`config.mk`:
```
export PLATFORM = sky130hd
export DESIGN_NAME = cordic_vectoring
export DESIGN_NICKNAME = d
export VERILOG_FILES = /design/src/rtl/cordic_vectoring.sv
export SDC_FILE = /design/constraint.sdc
export NUM_CORES = 2
export LEC_CHECK = 0
export CAP_MARGIN = 5
export CORE_MARGIN = 2
export CORE_UTILIZATION = 32
export DETAILED_ROUTE_END_ITERATION = 8
export SLEW_MARGIN = 20
export SYNTH_ARGS = -nofsm -noshare
export SYNTH_HDL_FRONTEND = slang
export SYNTH_SLANG_ARGS = --single-unit
```
`constraint.sdc`:
```
create_clock -name clk -period 14.7 [get_ports clk]
set_input_delay 1.47 -clock clk [delete_from_list [all_inputs] [get_ports clk]]
set_output_delay 1.47 -clock clk [all_outputs]
set_load 0.005 [all_outputs]
```
`src/rtl/cordic_vectoring.sv`:
```
// rtl/cordic_vectoring.sv - iterative vectoring-mode CORDIC returning atan2(y, x) or |(x, y)| as float32
//
// Ports:
//   clk     system clock
//   rst     asynchronous active-low reset
//   clk_en  custom-instruction clock enable; 0 freezes every register
//   start   one-cycle request, samples dataa/datab/n while idle
//   dataa   x operand, float32
//   datab   y operand, float32
//   n       0 = angle in radians, 1 = magnitude
//   done    one-cycle pulse when result is valid
//   result  float32 result, held until the next operation completes
module cordic_vectoring #(
  parameter int M             = 15,
  parameter int W             = 32,
  parameter int FRACTION_BITS = 26,
  parameter int DW            = 30
) (
  input  logic         clk,
  input  logic         rst,
  input  logic         clk_en,
  input  logic         start,
  input  logic [W-1:0] dataa,
  input  logic [W-1:0] datab,
  input  logic         n,
  output logic         done,
  output logic [W-1:0] result
);

  // float mantissa with hidden one, aligned so an exponent of 127 lands on 1.0
  localparam int MB = FRACTION_BITS + 1;
  localparam logic [DW-1:0]        SAT      = {{(DW-MB){1'b0}}, {MB{1'b1}}};
  localparam logic signed [DW-1:0] PI       = DW'(210828714);
  localparam logic [27:0]          INV_K    = 28'h26DD3B4;
  localparam logic [7:0]           EXP_BIAS = 8'(127 - FRACTION_BITS);

  typedef enum logic [2:0] {IDLE, PRE, ITER, SCALE, PACK} state_t;

  state_t                 r_state, w_next;
  logic [W-1:0]           r_a, r_b, r_result;
  logic                   r_n, r_zero, r_done;
  logic [4:0]             r_i;
  logic signed [DW-1:0]   r_x, r_y, r_z, r_v;

  logic signed [DW-1:0]   w_x0, w_y0, w_xs, w_ys, w_at, w_mag;
  logic signed [DW+28:0]  w_prod;
  logic [DW-1:0]          w_abs, w_norm;
  logic [4:0]             w_p, w_sh;
  logic [7:0]             w_exp;
  logic [W-1:0]           w_float;

  function automatic logic signed [DW-1:0] f2fix(input logic [W-1:0] f);
    logic [7:0]    e;
    logic [7:0]    sh;
    logic [MB-1:0] m;
    logic [DW-1:0] mag;
    e   = f[30:23];
    sh  = 8'd127 - e;
    m   = {1'b1, f[22:0], 3'b000};
    mag = '0;
    if (e == 8'd0)        mag = '0;
    else if (e >= 8'd128) mag = SAT;
    else if (sh < 8'(MB)) mag = {{(DW-MB){1'b0}}, m >> sh};
    return f[W-1] ? -$signed(mag) : $signed(mag);
  endfunction

  // round(atan(2^-i) * 2^26); beyond i=11 the value is just 2^(26-i)
  function automatic logic signed [DW-1:0] atan_lut(input logic [4:0] i);
    int v;
    case (i)
      5'd0:  v = 52707179;
      5'd1:  v = 31114864;
      5'd2:  v = 16440240;
      5'd3:  v = 8345322;
      5'd4:  v = 4188855;
      5'd5:  v = 2096470;
      5'd6:  v = 1048491;
      5'd7:  v = 524277;
      5'd8:  v = 262143;
      5'd9:  v = 131072;
      5'd10: v = 65536;
      5'd11: v = 32768;
      5'd12: v = 16384;
      5'd13: v = 8192;
      5'd14: v = 4096;
      5'd15: v = 2048;
      5'd16: v = 1024;
      5'd17: v = 512;
      5'd18: v = 256;
      5'd19: v = 128;
      5'd20: v = 64;
      5'd21: v = 32;
      5'd22: v = 16;
      5'd23: v = 8;
      default: v = 0;
    endcase
    return DW'(v);
  endfunction

  always_comb begin
    w_x0   = f2fix(r_a);
    w_y0   = f2fix(r_b);
    w_xs   = r_x >>> r_i;
    w_ys   = r_y >>> r_i;
    w_at   = atan_lut(r_i);
    w_prod = r_x * $signed({1'b0, INV_K});
    w_mag  = DW'(w_prod >>> FRACTION_BITS);
  end

  // fixed -> float: normalise so the leading one sits at the top bit, then truncate
  always_comb begin
    w_abs = r_v[DW-1] ? -r_v : r_v;
    w_p   = '0;
    for (int k = 0; k < DW; k++) begin
      if (w_abs[k]) w_p = 5'(k);
    end
    w_sh   = 5'(DW-1) - w_p;
    w_norm = w_abs << w_sh;
    w_exp  = EXP_BIAS + {3'b000, w_p};
    if (r_v == '0) w_float = '0;
    else           w_float = {r_v[DW-1], w_exp, 23'(w_norm >> (DW-24))};
  end

  always_ff @(posedge clk or negedge rst) begin
    if (!rst)        r_state <= IDLE;
    else if (clk_en) r_state <= w_next;
  end

  always_comb begin
    w_next = r_state;
    case (r_state)
      IDLE:    if (start) w_next = PRE;
      PRE:     w_next = ITER;
      ITER:    if (r_i == 5'(M-1)) w_next = SCALE;
      SCALE:   w_next = PACK;
      PACK:    w_next = IDLE;
      default: w_next = IDLE;
    endcase
  end

  always_ff @(posedge clk or negedge rst) begin
    if (!rst) begin
      r_a      <= '0;
      r_b      <= '0;
      r_n      <= 1'b0;
      r_zero   <= 1'b0;
      r_i      <= '0;
      r_x      <= '0;
      r_y      <= '0;
      r_z      <= '0;
      r_v      <= '0;
      r_done   <= 1'b0;
      r_result <= '0;
    end else if (clk_en) begin
      r_done <= 1'b0;
      case (r_state)
        IDLE: begin
          if (start) begin
            r_a <= dataa;
            r_b <= datab;
            r_n <= n;
          end
        end
        PRE: begin
          // left half-plane is folded onto the right; z starts at +/-pi to compensate
          if (w_x0[DW-1]) begin
            r_x <= -w_x0;
            r_y <= -w_y0;
            r_z <= w_y0[DW-1] ? -PI : PI;
          end else begin
            r_x <= w_x0;
            r_y <= w_y0;
            r_z <= '0;
          end
          // a zero vector would still accumulate angle because y==0 counts as y>=0
          r_zero <= (w_x0 == '0) && (w_y0 == '0);
          r_i    <= '0;
        end
        ITER: begin
          if (!r_y[DW-1]) begin
            r_x <= r_x + w_ys;
            r_y <= r_y - w_xs;
            r_z <= r_z + w_at;
          end else begin
            r_x <= r_x - w_ys;
            r_y <= r_y + w_xs;
            r_z <= r_z - w_at;
          end
          r_i <= r_i + 5'd1;
        end
        SCALE: r_v <= r_zero ? '0 : (r_n ? w_mag : r_z);
        PACK: begin
          r_result <= w_float;
          r_done   <= 1'b1;
        end
        default: ;
      endcase
    end
  end

  assign done   = r_done;
  assign result = r_result;

endmodule

```
==> impl_metrics.toml <==
[worst_setup_path]
critPathMaxFanout = 13
startpoint_type = "flop"
required_ps = 15230
reg2reg_depth = 25
arrival_ps = 9770
timing.rr.end = "r_v[27]"
end_kind = "flop"
r2r_slack_ps = 5450
cp-startpoint = "r_x[13]"
path_class = "reg -> reg"
r2r_start = "r_x[13]"
crit_end = "r_v[27]"

[placement]
io_buffers = 101
pre_cts_slack_ps = 5440
dp_cells = 6280
globalplace.congestion = 0.956
dp_hpwl_um = 104000

[status]
outcome = "finished clean"

[synthesis]
synthFlopType = "dfrtp_1"
yosysTopAreaCell = "fa_1"
syn_area_mm2 = 0.0414
synth.area.top_cells = "fa_1 (19%), dfrtp_1 (14%), ha_1 (11%)"
synth_nets = 5441
ys_async_sr_fraction_pct = 100
synth_most_common_cell = "inv_1"
ys_ff_latch = 227
seq_area_frac_synth_pct = 13.7
synth_edf_count = 0
synth_top_area_share_pct = 18.8
synth.distinct_cells = 111
postSynthAreaPerCell_um2 = 8.96
syn_inst = 4622
synth_commonest_cells = "inv_1 (553), fa_1 (390), ha_1 (360), nand2_1 (338), nor2_1 (297)"
yosys_warnings = 0

[sta]
setup_viol = 0
rsz0062_at_grt = "false"
worst_pin_slew_ps = 1110
relSlewSlack_pct = 25.8
clock_skew_ps = 18.0
finalCritPeriodShare_pct = 62.9
setup_tns_ps = 0
min_period_ps = 9250
fmax_ghz = 0.108
final_hold_viol_count = 0
drv_slew = 0
worst_slack_ps = 5450

[grt]
antenna_found_initial = 0
grt_pass1_vias = 34300
grt_max_degree = 66
grt_pass1_wl_um = 201000
grt_use_total_pct = 19.1
grt-ovfl-total = 0

[routing]
vias_per_cell = 5.45
remaining_drc_errors = 0
wire_per_inst_um = 20.2
firstDrtPassIters = 6
via_count = 34500
drt_iter0_markers = 2656
ant_nets = 0
drt_wl_total_um = 128000

[cells_and_area]
final_nets = 5388
drive_gt1_share_pct = 8.58
regArea_mm2 = 0.00569
fillers = 13300
syn2layout_area_growth_pct = 8.57
antenna_cells = 0
multiInputGateArea_mm2 = 0.0326
final_cells = 6334

[floorplanning]
die_w_um = 364
die_area_mm2 = 0.132
core-area_mm2 = 0.129
die_h_um = 364
num_rows = 132
io_pins = 102
initial_core_util_pct = 32.1

[worst_hold_path]
hold_path.class = "reg -> reg"

[cts]
cts_tree = "built"
postCtsResizedCells = 0
cts_root_buf = "clkbuf_16"
clk_latency_ps = 610
clk_pin_slew_ps = 60
htreeDepth = 1
post_cts_buffers = 0
cts_sinks = 227
cts_made_buffers = 29
clockBufferDepth = 3
cts_hold_buf = 0

[job]
cap_violations = 0
==> cell type report <==
| cell class | instances | share of cell area, % |
|---|---|---|
| multi-input combinational | 3606 | 72.5 |
| sequential | 227 | 12.7 |
| tap | 1742 | 4.85 |
| inverter | 562 | 4.71 |
| timing repair buffer | 143 | 2.96 |
| clock buffer | 37 | 1.77 |
| clock inverter | 17 | 0.576 |
==> metrics by stage <==
step	hold slack [ps]	util (%)	cell area [µm²]
final	481	34.9	45000
after global routing	502	34.9	45000
after CTS	486	34.9	45000
after detailed placement	474	34.1	43900
after global placement	462	34.1	43900
after floorplan	470	-	41400
==> layer usage <==
metal  GRT usage (%)  vias to the layer above  wire [µm]
met1            25.9                    17200      56800
li1                -                    16200          -
met4            5.26                        0       3800
met3            1.92                      182       6600
met2            32.1                     1002      60700
met5               0                        -          0
==> state kept, by name, indices dropped and copies added (netlist names) <==
register	flops
r_a	32
r_b	32
result	32
r_v	30
r_x	30
r_y	30
r_z	30
r_i	5
r_state	3
done	1
r_n	1
r_zero	1
==> worst min-delay path by stage <==
stage,start,to,slack (ps),cells past startpoint
after floorplan,result[29],result[29],470,2
after global placement,result[29],result[29],460,2
after detailed placement,result[0],result[0],470,2
after CTS,result[0],result[0],490,2
after global routing,result[0],result[0],500,2
final,result[0],result[0],480,2
==> placed cells by master (no fill, tap or decap), drive strengths merged, types with 49 or more instances in the layout <==
master / count
nor2: 297
a31oi: 53
nand3: 73
mux2i: 156
nand2: 339
a21o: 49
clkdlybuf4s50: 100
fa: 390
a21oi: 253
dfrtp: 227
mux4: 95
o21ai: 231
xnor2: 190
inv: 563
ha: 360
mux2: 114
o22ai: 55
xor2: 118
nor3: 86
==> critical path, stage by stage (launching register included) <==
cell,delay (ps)
dfrtp_1,710
ha_1,360
inv_1,220
fa_1,530
fa_1,500
inv_1,50
fa_1,490
fa_1,490
inv_1,50
fa_1,530
inv_1,50
fa_1,470
ha_1,340
and3_1,150
o21ai_0,180
o2111ai_1,160
and3_1,200
a311o_1,390
a41o_1,320
a311oi_1,760
a211oi_1,270
nor3_1,680
o311ai_0,340
a21oi_1,400
mux2_2,380
a21oi_1,110
==> kinds of logic (layout without fill, tap and decap cells) <==
| logic type | after synthesis | in the layout | synth area share (%) |
|---|---|---|---|
| xor+xnor | 308 | 308 | 6.53 |
| fa+ha+maj | 750 | 750 | 29.7 |
| flops | 227 | 227 | 13.7 |
| simple gates | 1123 | 1123 | 13.2 |
| buf+inv | 789 | 759 | 7.66 |
| mux | 365 | 365 | 12.0 |
| compound gates | 1060 | 1060 | 17.1 |
Power is not shown: default switching activity piles up to over one toggle a cycle in this logic, so the estimate is an artifact.
